$ cat config.mk
export PLATFORM = sky130hd
export DESIGN_NAME = operand_arbiter
export DESIGN_NICKNAME = d
export VERILOG_FILES = /design/src/rtl/operand_arbiter.sv
export SDC_FILE = /design/constraint.sdc
export NUM_CORES = 1
export LEC_CHECK = 0
export ABC_AREA = 1
export ABC_CLOCK_PERIOD_IN_PS = 3400
export BUFFER_PORTS_ARGS = -buffer_cell sky130_fd_sc_hd__buf_2
export CORE_MARGIN = 2
export CORE_UTILIZATION = 35
export CTS_BUF_LIST = sky130_fd_sc_hd__clkbuf_2 sky130_fd_sc_hd__clkbuf_4 sky130_fd_sc_hd__clkbuf_8
export DETAILED_ROUTE_END_ITERATION = 12
export GPL_ROUTABILITY_DRIVEN = 0
export SETUP_SLACK_MARGIN = 0.02
export SKIP_CTS_REPAIR_TIMING = 1
export SLEW_MARGIN = 30
export SYNTH_ARGS = -nofsm -noshare
export SYNTH_HDL_FRONTEND = slang
export SYNTH_SLANG_ARGS = --single-unit
$ cat constraint.sdc
create_clock -name clk -period 3.4 [get_ports clk]
set_input_delay 0 -clock clk [delete_from_list [all_inputs] [get_ports clk]]
set_output_delay 0 -clock clk [all_outputs]
set_load 0.03 [all_outputs]
$ cat src/rtl/operand_arbiter.sv
// operand_arbiter
//   Four-way round-robin arbiter feeding a single registered operand word to
//   the ALU operand stage.  A requester's word is captured only in the cycle
//   its req_ready bit is high; the captured word is held on out_data/out_src
//   until the consumer accepts it with out_ready.
//
//   state | meaning
//   ------+-----------------------------------------------------------
//   IDLE  | no word held, out_valid=0, out_ready ignored
//   HOLD  | word held on out_data/out_src, out_valid=1
//
// Ports
//   clk        system clock, rising edge
//   rst        asynchronous active-high reset
//   req_valid  per-requester offer
//   req_data   requester i word in bits [i*W +: W]
//   req_ready  one-hot (or zero) accept strobe, combinational
//   out_valid  out_data/out_src hold a granted word
//   out_ready  consumer accepts the held word
//   out_data   registered granted word
//   out_src    registered index of the winning requester
//   xfer_cnt   completed output handshakes, wraps 255 -> 0
module operand_arbiter #(
  parameter int W = 8
) (
  input  logic           clk,
  input  logic           rst,
  input  logic [3:0]     req_valid,
  input  logic [4*W-1:0] req_data,
  output logic [3:0]     req_ready,
  output logic           out_valid,
  input  logic           out_ready,
  output logic [W-1:0]   out_data,
  output logic [1:0]     out_src,
  output logic [7:0]     xfer_cnt
);

  localparam logic [0:0] IDLE = 1'b0;
  localparam logic [0:0] HOLD = 1'b1;

  logic [0:0] state;
  logic [1:0] rr_ptr;
  logic       grant_opp;
  logic       grant;
  logic       win_found;
  logic [1:0] win_idx;
  logic [1:0] cand;

  // A new word may be loaded when nothing is held, or when the held word
  // leaves this cycle.
  assign grant_opp = (state == IDLE) || out_ready;

  // Rotating priority search starting at rr_ptr.
  always_comb begin
    win_found = 1'b0;
    win_idx   = rr_ptr;
    cand      = '0;
    for (int k = 0; k < 4; k++) begin
      cand = rr_ptr + 2'(k);
      if (!win_found && req_valid[cand]) begin
        win_found = 1'b1;
        win_idx   = cand;
      end
    end
  end

  // Gated by rst so no requester sees an accept while reset is applied.
  assign grant     = grant_opp && win_found && !rst;
  assign req_ready = grant ? (4'b0001 << win_idx) : 4'b0000;
  assign out_valid = (state == HOLD);

  always_ff @(posedge clk or posedge rst) begin
    if (rst) begin
      state    <= IDLE;
      rr_ptr   <= 2'd0;
      out_data <= '0;
      out_src  <= 2'd0;
      xfer_cnt <= 8'd0;
    end else begin
      if (out_valid && out_ready) begin
        xfer_cnt <= xfer_cnt + 8'd1;
      end
      if (grant) begin
        out_data <= req_data[int'(win_idx)*W +: W];
        out_src  <= win_idx;
        rr_ptr   <= win_idx + 2'd1;
        state    <= HOLD;
      end else if ((state == HOLD) && out_ready) begin
        // Drained with nobody waiting; out_data/out_src keep last values.
        state <= IDLE;
      end
    end
  end

endmodule

==> flow_summary.toml, run 1 <==
[sta]
fin_crit_sh_pct = 83.2
skew_ns = 0.00727
rsz0062_at_grt = "no"
timing.fmax_ghz = 0.354
maxSlewHeadroom_pct = 65.5
setup_viol_count_final = 0
finalSetupTns_ns = 0
worst_pin_slew_ns = 0.518
finalHoldViolCount = 0
slew_violations = 0
fin_crit_ns = 2.83

[synthesis]
ys_ff_latch = 21
synthDistinctLibCells = 25
synth-seq-area-share_pct = 31.1
syn_avg_cell_area_sq_um = 6.60
synth_warnings = 0
synth_top_family_by_area = "simple AND/OR/NAND/NOR gates"
synthMuxAreaShare_pct = 0.667
synth_xor_area_share_pct = 3.63
syn_inst = 256
synth_compound_area_share_pct = 2.00
synth-simple-area-share_pct = 52.4
synth_fa_ha_area_share_pct = 0.741
syn_nets = 296
syn_area_sq_um = 1690

[finish]
final_cells = 368
fillCellCount = 487
syn_to_final_growth_pct = 21.3
nets = 355
layout_commonest_cell = "nand2_1"
n_antenna_cell = 0
multi_input_area_sq_um = 1000
final_layout_size_suffix_gt1_share_pct = 27.1
mostFrequentLayoutCells = "121 x nand2_1, 61 x buf_2, 50 x nand3_1"
final-seq-area_sq_um = 526

[cts]
root_buffer = "clkbuf_8"
htreeDepth = 1
clock-sinks = 21
clk_latency_ns = 0.26
cts.clk_slew.worst_paths_ns = 0.08
clock_path_buffers = 2
cts-buffers-inserted = 3
cts_tree = "yes"

[route]
vias = 1725
avgViaCountPerCell = 4.69
drc_errors = 0
drtIter0Drc = 72
routed_wl_mm = 4.25
ant_nets = 0
wl_per_cell_microns = 11.5
dr.pass1.iters = 4

[critical_path]
cp_slowest_stage_delay_ns = 0.57
cp_cell_sequence = "inv_2, nand2_1, nand2_1, nand2_1, nand2_2, nor2_4, nand2_1, o21ai_2, nor2_2, inv_1, nor3_1, buf_2"
cp_common_cell = "nand2_1"
critPathKind = "reg2out"
rr_startpoint = "rr_ptr[0]"
path_max_fanout = 15
cp.required_ns = 3.40
crit_slowest_cell = "dfrtp_1"
crit_path_end_kind = "output pin"
crit_start = "rr_ptr[0]"
arrival_ns = 2.83
setup.worst_path.start_class = "flop"

[power]
p_leak_nw = 1.23
vdd_drop_max_uv = 425
p_per_area_nw_per_um2 = 1130

[job]
max-cap-violations = 0

[floorplan]
die_height_microns = 73.5
row_count = 25
initial_core_util_pct = 36.0
core_area_sq_um = 4690
die_w_microns = 73.5
fp.dieArea_sq_um = 5400
num_io_pins = 62

[run_status]
outcome = "complete, no violations"

[global_route]
grt_usage_pct = 16.1
grt_remaining_overflow = 0
grt_pass1_vias = 1552
grt_max_degree = 23
grt_pass1_wl_mm = 7.01
antenna_found_initial = 0

[placed_design]
placed_cells = 362
io_buffers = 61
dp_hpwl_mm = 3.26

[hold_path]
hp-class = "in2reg"
hp-start = "req_data[31]"
==> final cells by class <==
| cell class | instances | share of cell area [%] |
|---|---|---|
| Clock buffer | 3 | 2.02 |
| Inverter | 19 | 3.48 |
| Timing Repair Buffer | 64 | 16.2 |
| Sequential cell | 21 | 25.7 |
| Clock inverter | 1 | 0.244 |
| Tap cell | 54 | 3.30 |
| Multi-Input combinational cell | 206 | 49.1 |
==> sequential cells by signal, summed over array words and instances, names as in the netlist <==
| signal | flops |
|---|---|
| rr_ptr | 2 |
| out_data | 8 |
| out_valid | 1 |
| out_src | 2 |
| xfer_cnt | 8 |
==> worst paths after layout <==
check                          endpoint  cells after the start  slack [ns]
min reg2reg                 xfer_cnt[7]                      1        0.47
max reg2reg                  out_src[1]                     12        0.91
min in group asynchronous   out_data[4]                      4        0.32
min                         out_data[7]                      7        0.16
max                        req_ready[0]                     12        0.57
max in group asynchronous   xfer_cnt[1]                      4        2.85
==> cells in the mapped netlist <==
cell type	number	area [sq um]
nand2_1	121	454
nand3_1	50	250
dfrtp_1	21	526
inv_1	15	56.3
nand2_2	7	43.8
xor2_1	6	52.6
buf_4	5	37.5
buf_6	4	45.0
inv_2	3	11.3
nand4_4	3	63.8
nor2_1	3	11.3
nor3_1	3	15.0
nand2_4	2	22.5
o21ai_0	2	10.0
buf_2	1	5.00
clkinv_1	1	3.75
ha_1	1	12.5
mux2_2	1	11.3
nor2_2	1	6.26
nor2_4	1	11.3
nor3b_1	1	7.51
o211ai_1	1	7.51
o21a_1	1	7.51
o21ai_2	1	8.76
xnor2_1	1	8.76
==> where the power goes <==
| part | internal (W) | switching (W) | total [W] |
|---|---|---|---|
| Sequential | 0.000362 | 0.000110 | 0.000473 |
| Clock | 0.0000815 | 0.0000785 | 0.000160 |
| Combinational | 0.000494 | 0.00118 | 0.00167 |
==> cells by family (layout without fill, tap and decap cells) <==
kind of cell    Yosys count  in the layout
flops                    21             21
simple gates            192            192
xor+xnor                  7              7
fa+ha+maj                 1              1
compound gates            5              5
mux                       1              1
buf+inv                  29             87
==> metrics by stage <==
step | total power (W) | hold WS (ns) | util, % | cell area (sq um) | setup slack, ns
after floorplan | 0.00187 | -0.00766 | - | 1690 | 1.22
final | 0.00231 | 0.159 | 43.7 | 2050 | 0.572
after detailed placement | 0.00216 | 0.0495 | 42.2 | 1980 | 0.857
after global routing | 0.00258 | 0.202 | 43.7 | 2050 | 0.196
after global placement | 0.00217 | 0.0483 | 42.2 | 1980 | 0.923
after CTS | 0.00234 | -0.235 | 43.2 | 2030 | 0.578
==> critical path, delay by kind of cell (launching register included) <==
kind / cells / cell delay (ns)
DFF: 1 / 0.57
AOI/OAI and AO/OA: 1 / 0.06
and+or+nand+nor: 8 / 1.12
buffers and inverters: 3 / 0.80
==> routing by layer <==
metal	vias to the layer above	wire (microns)	global-route usage, %
met3	0	265	2.88
li1	925	-	-
met2	64	1890	26.9
met5	-	0	0
met4	0	0	2.22
met1	736	2090	22.3
No activity file was read; power rests on OpenSTA's default activity.
==> run 2, diff against run 1 <==
Settings changed: ABC_CLOCK_PERIOD_IN_PS 3400 to 2630.
Clock period 3.4 ns to 2.63 ns, I/O delays scaled along.
==> run 2 against run 1 <==
  * Register-to-register slack got worse by 0.40 ns
  * Core utilization grew 0.96 points
  * Clock skew is 0.0057 ns lower
  * Die area stayed put
  * Count of clock-buffer cells in the layout stayed put
  * Clock power grew 34%
  * First-iteration DRC count increased by 29%
  * Sequential power up 25%
  * Global-route usage barely moved
  * Final cell count grew 1.4%
==> flow_summary.toml, run 2 (synthesis results as in run 1) <==
[floorplan]
die_height_microns = 73.5
num_io_pins = 62
initial_core_util_pct = 36.0
core_area_sq_um = 4690
fp.dieArea_sq_um = 5400
die_w_microns = 73.5
row_count = 25

[finish]
top_regs = "out_data: 8 flops, xfer_cnt: 8 flops"
layout_commonest_cell = "nand2_1"
final_layout_size_suffix_gt1_share_pct = 29.2
n_antenna_cell = 0
mostFrequentLayoutCells = "120 x nand2_1, 61 x buf_2, 50 x nand3_1"
nets = 360
syn_to_final_growth_pct = 23.9

[route]
avgViaCountPerCell = 4.73
routed_wl_mm = 4.36
drtIter0Drc = 93
vias = 1763
ant_nets = 0
dr.pass1.iters = 5
wl_per_cell_microns = 11.7
drc_errors = 0

[sta]
maxSlewHeadroom_pct = 78.2
finalHoldViolCount = 0
slew_violations = 0
skew_ns = 0.00155
timing.fmax_ghz = 0.416
fin_crit_sh_pct = 91.3
setup_viol_count_final = 0
worst_pin_slew_ns = 0.327
rsz0062_at_grt = "no"
whs_ns = 0.155
finalSetupTns_ns = 0
fin_crit_ns = 2.40

[critical_path]
worst-path-buf-inv = 2
arrival_ns = 2.40
cp_slowest_stage_delay_ns = 0.54
setup.worst_path.start_class = "flop"
crit_slowest_cell = "dfrtp_1"
cp_cell_sequence = "inv_2, nand2_1, nand2_1, nand2_1, nand2_2, nor2_4, nand4_4, nand2_2, nand2_1, nor2_1, buf_2"
cp_common_cell = "nand2_1"
critPathTopFamily = "simple AND/OR/NAND/NOR gates"
crit_path_end_kind = "output pin"
critPathKind = "reg2out"
path_max_fanout = 17
cp.required_ns = 2.63

[cts]
clock_path_buffers = 2
clock-sinks = 21
root_buffer = "clkbuf_8"
cts_tree = "yes"
htreeDepth = 1
clk_latency_ns = 0.26
cts.clk_slew.worst_paths_ns = 0.08
cts-buffers-inserted = 3

[power]
combinationalPowerShare_pct = 73.5
internal_power_w = 0.00126
p_per_area_nw_per_um2 = 1450
swShare_pct = 58.6
p_seq_share_pct = 19.5
p_leak_nw = 1.25
p_clk_share_pct = 7.1
p_sw_w = 0.00178
vdd_drop_max_uv = 665

[placed_design]
dp_hpwl_mm = 3.30
io_buffers = 61

[global_route]
grt_remaining_overflow = 0
grt_pass1_vias = 1471
grt_usage_pct = 16.1
grt_pass1_wl_mm = 6.86
grt_max_degree = 22
antenna_found_initial = 0

[run_status]
outcome = "complete, no violations"

[job]
max-cap-violations = 0

[hold_path]
hp-class = "in2reg"
-- run 2: cell count changes in the layout (fill, tap and decap cells not counted), sizes merged --
cell      change
clkinvlp      +1
buf           +5
inv           -1
-- run 2: final cells by class --
cell class | count | area (sq um)
Fill cell | 510 | 2600
Multi-Input combinational cell | 206 | 1010
Sequential cell | 21 | 527
Timing Repair Buffer | 69 | 370
Inverter | 19 | 75.1
Tap cell | 54 | 67.6
Clock buffer | 3 | 41.3
Clock inverter | 1 | 5.00
-- run 2: final timing paths --
kind / from / to / slack, ns / cells after the start
worst max-delay path: rr_ptr[1] / req_ready[3] / 0.23 / 11
worst min-delay path: req_data[14] / out_data[6] / 0.16 / 7
worst max register to register: rr_ptr[1] / rr_ptr[1] / 0.51 / 12
worst min register to register: xfer_cnt[7] / xfer_cnt[7] / 0.47 / 1
max in group asynchronous: rst / rr_ptr[0] / 2.02 / 4
min in group asynchronous: rst / rr_ptr[0] / 0.38 / 4
-- run 2: power by group through the flow --
stage / Sequential [W] / Clock, W / Combinational (W)
floorplan: 0.000811 / 0 / 0.00161
global placement: 0.000611 / 0 / 0.00217
detailed placement: 0.000614 / 0 / 0.00217
CTS: 0.000609 / 0.000220 / 0.00218
global route: 0.000615 / 0.000233 / 0.00251
finish: 0.000592 / 0.000215 / 0.00224
-- run 2: worst min-delay path: stages --
cell and delay (ns):
buf_2 0.08, nand3_1 0.07, nand2_1 0.06, nand2_1 0.04
nand2_1 0.05, nand2_1 0.04, nand2_1 0.05
-- run 2: stage by stage --
step	instances	utilization, %	setup slack (ns)	instance area [sq um]	total power, W
2_1_floorplan	256	-	0.446	1690	0.00242
3_3_place_gp	363	42.4	0.254	1990	0.00278
3_5_place_dp	363	42.4	0.257	1990	0.00278
4_1_cts	367	43.4	-0.0243	2040	0.00300
5_1_grt	373	44.6	0.0474	2090	0.00335
6_report	373	44.6	0.229	2090	0.00304
-- run 2: metal layers --
metal / vias up / track usage, % / part of all wire (%)
met5: - / 0 / 0
met2: 53 / 25.7 / 46
li1: 937 / - / -
met3: 4 / 2.74 / 4.8
met4: 0 / 3.43 / 0.53
met1: 769 / 23.0 / 49
==> run 3, diff against run 2 <==
Settings changed: MAX_ROUTING_LAYER set to met4.
==> run 3 against run 2 <==
  * Clock power about the same
  * Final cell count unchanged
  * Total power is essentially flat
  * Highest routed layer unchanged
==> flow_summary.toml, run 3 (synthesis results as in run 1) <==
[sta]
worst_pin_slew_ns = 0.327
fin_crit_sh_pct = 91.4
maxSlewHeadroom_pct = 78.2
fin_crit_ns = 2.40
timing.fmax_ghz = 0.416
setup_viol_count_final = 0
skew_ns = 0.00100
rsz0062_at_grt = "no"
finalHoldViolCount = 0
slew_violations = 0
setup_ws_ns = 0.227

[critical_path]
critPathTopFamily = "simple AND/OR/NAND/NOR gates"
cp_slowest_stage_delay_ns = 0.54
reg2reg_slack_ns = 0.51
arrival_ns = 2.40
crit_path_end_kind = "output pin"
r2r_end = "rr_ptr[1]"
worst-path-buf-inv = 2
rr_startpoint = "rr_ptr[1]"
cp.required_ns = 2.63
worst_r2r_path_depth = 12
setup.worst_path.start_class = "flop"
critPathKind = "reg2out"
cp_cell_sequence = "inv_2, nand2_1, nand2_1, nand2_1, nand2_2, nor2_4, nand4_4, nand2_2, nand2_1, nor2_1, buf_2"
path_max_fanout = 17
cp_common_cell = "nand2_1"
crit_slowest_cell = "dfrtp_1"

[run_status]
outcome = "complete, no violations"

[route]
drc_errors = 0
ant_nets = 0
drtIter0Drc = 92
vias = 1766
wl_met1_mm = 2.10
met2_length_mm = 2.01
highest_layer = "met4"
routed-wl-met3_microns = 226
routed_wl_mm = 4.36
dr.pass1.iters = 5
avgViaCountPerCell = 4.73
wl_per_cell_microns = 11.7

[finish]
final_layout_size_suffix_gt1_share_pct = 29.2
n_antenna_cell = 0
nets = 360
final_cells = 373
layout_commonest_cell = "nand2_1"
fillCellCount = 510
mostFrequentLayoutCells = "120 x nand2_1, 61 x buf_2, 50 x nand3_1"
top_regs = "out_data: 8 flops, xfer_cnt: 8 flops"
syn_to_final_growth_pct = 23.9

[cts]
htreeDepth = 1
clk_latency_ns = 0.26
cts_tree = "yes"
cts-buffers-inserted = 3
clock-sinks = 21
clock_path_buffers = 2
root_buffer = "clkbuf_8"
cts.clk_slew.worst_paths_ns = 0.08

[global_route]
grt_usage_pct = 16.6
grt_max_degree = 22
grt_remaining_overflow = 0
antenna_found_initial = 0
grt_pass1_vias = 1464
grt_pass1_wl_mm = 6.88

[hold_path]
hp-class = "in2reg"
hold_path_end = "out_data[6]"
worstHoldPathCells = 7
hp-start = "req_data[14]"

[placed_design]
dp_hpwl_mm = 3.30
placed_cells = 363
dp_slack_ns = 0.257
io_buffers = 61

[floorplan]
num_io_pins = 62
fp.dieArea_sq_um = 5400
core_area_sq_um = 4690
row_count = 25
die_height_microns = 73.5
die_w_microns = 73.5
initial_core_util_pct = 36.0

[job]
max-cap-violations = 0

[power]
vdd_drop_max_uv = 665
p_leak_nw = 1.25
finalPower_w = 0.00304
p_per_area_nw_per_um2 = 1450
## run 3: cell counts in the layout (fill, tap and decap cells not counted)
No cell type changed its count.
## run 3: worst min-delay path, stage by stage
cell and delay (ns):
buf_2 0.08, nand3_1 0.07, nand2_1 0.06, nand2_1 0.04, nand2_1 0.05, nand2_1 0.04
nand2_1 0.05
## run 3: power breakdown
part / switching (W) / total [W] / leakage [nW] / internal [W]
registers: 0.000122 / 0.000592 / 0.251 / 0.000470
clock network: 0.000109 / 0.000214 / 0.0255 / 0.000106
logic: 0.00155 / 0.00223 / 0.973 / 0.000684
total: 0.00178 / 0.00304 / 1.25 / 0.00126
## run 3: per-stage QoR
stage | instance area (sq um) | setup TNS, ns | utilization, % | hold slack, ns
after floorplan | 1690 | 0 | - | -0.00766
after global placement | 1990 | 0 | 42.4 | 0.111
after detailed placement | 1990 | 0 | 42.4 | 0.115
after CTS | 2040 | -0.0340 | 43.4 | -0.171
after global routing | 2090 | 0 | 44.6 | 0.195
final | 2090 | 0 | 44.6 | 0.156
## run 3: metal layers
layer | global-route usage [%] | up-vias
met4 | 3.43 | 0
li1 | - | 938
met3 | 2.74 | 4
met2 | 25.5 | 56
met5 | - | -
met1 | 23.2 | 768
## run 3: worst max path at each step
stage                   endpoint  depth (start not counted)      start
finish              req_ready[3]                         11  rr_ptr[1]
floorplan           req_ready[0]                         13  rr_ptr[1]
detailed placement   out_data[2]                         13  rr_ptr[0]
global placement    req_ready[3]                         11  rr_ptr[0]
global route        req_ready[3]                         11  rr_ptr[1]
CTS                 req_ready[1]                         13  rr_ptr[0]
## run 3: area by class of cell
cell class	count	area [sq um]	area share, %
well taps	54	67.6	3.23
clock buffers	3	41.3	1.97
inverters	19	75.1	3.59
flip-flops and latches	21	527	25.2
clock inverters	1	5.00	0.239
multi-input cells	206	1010	48.1
repair buffers	69	370	17.7
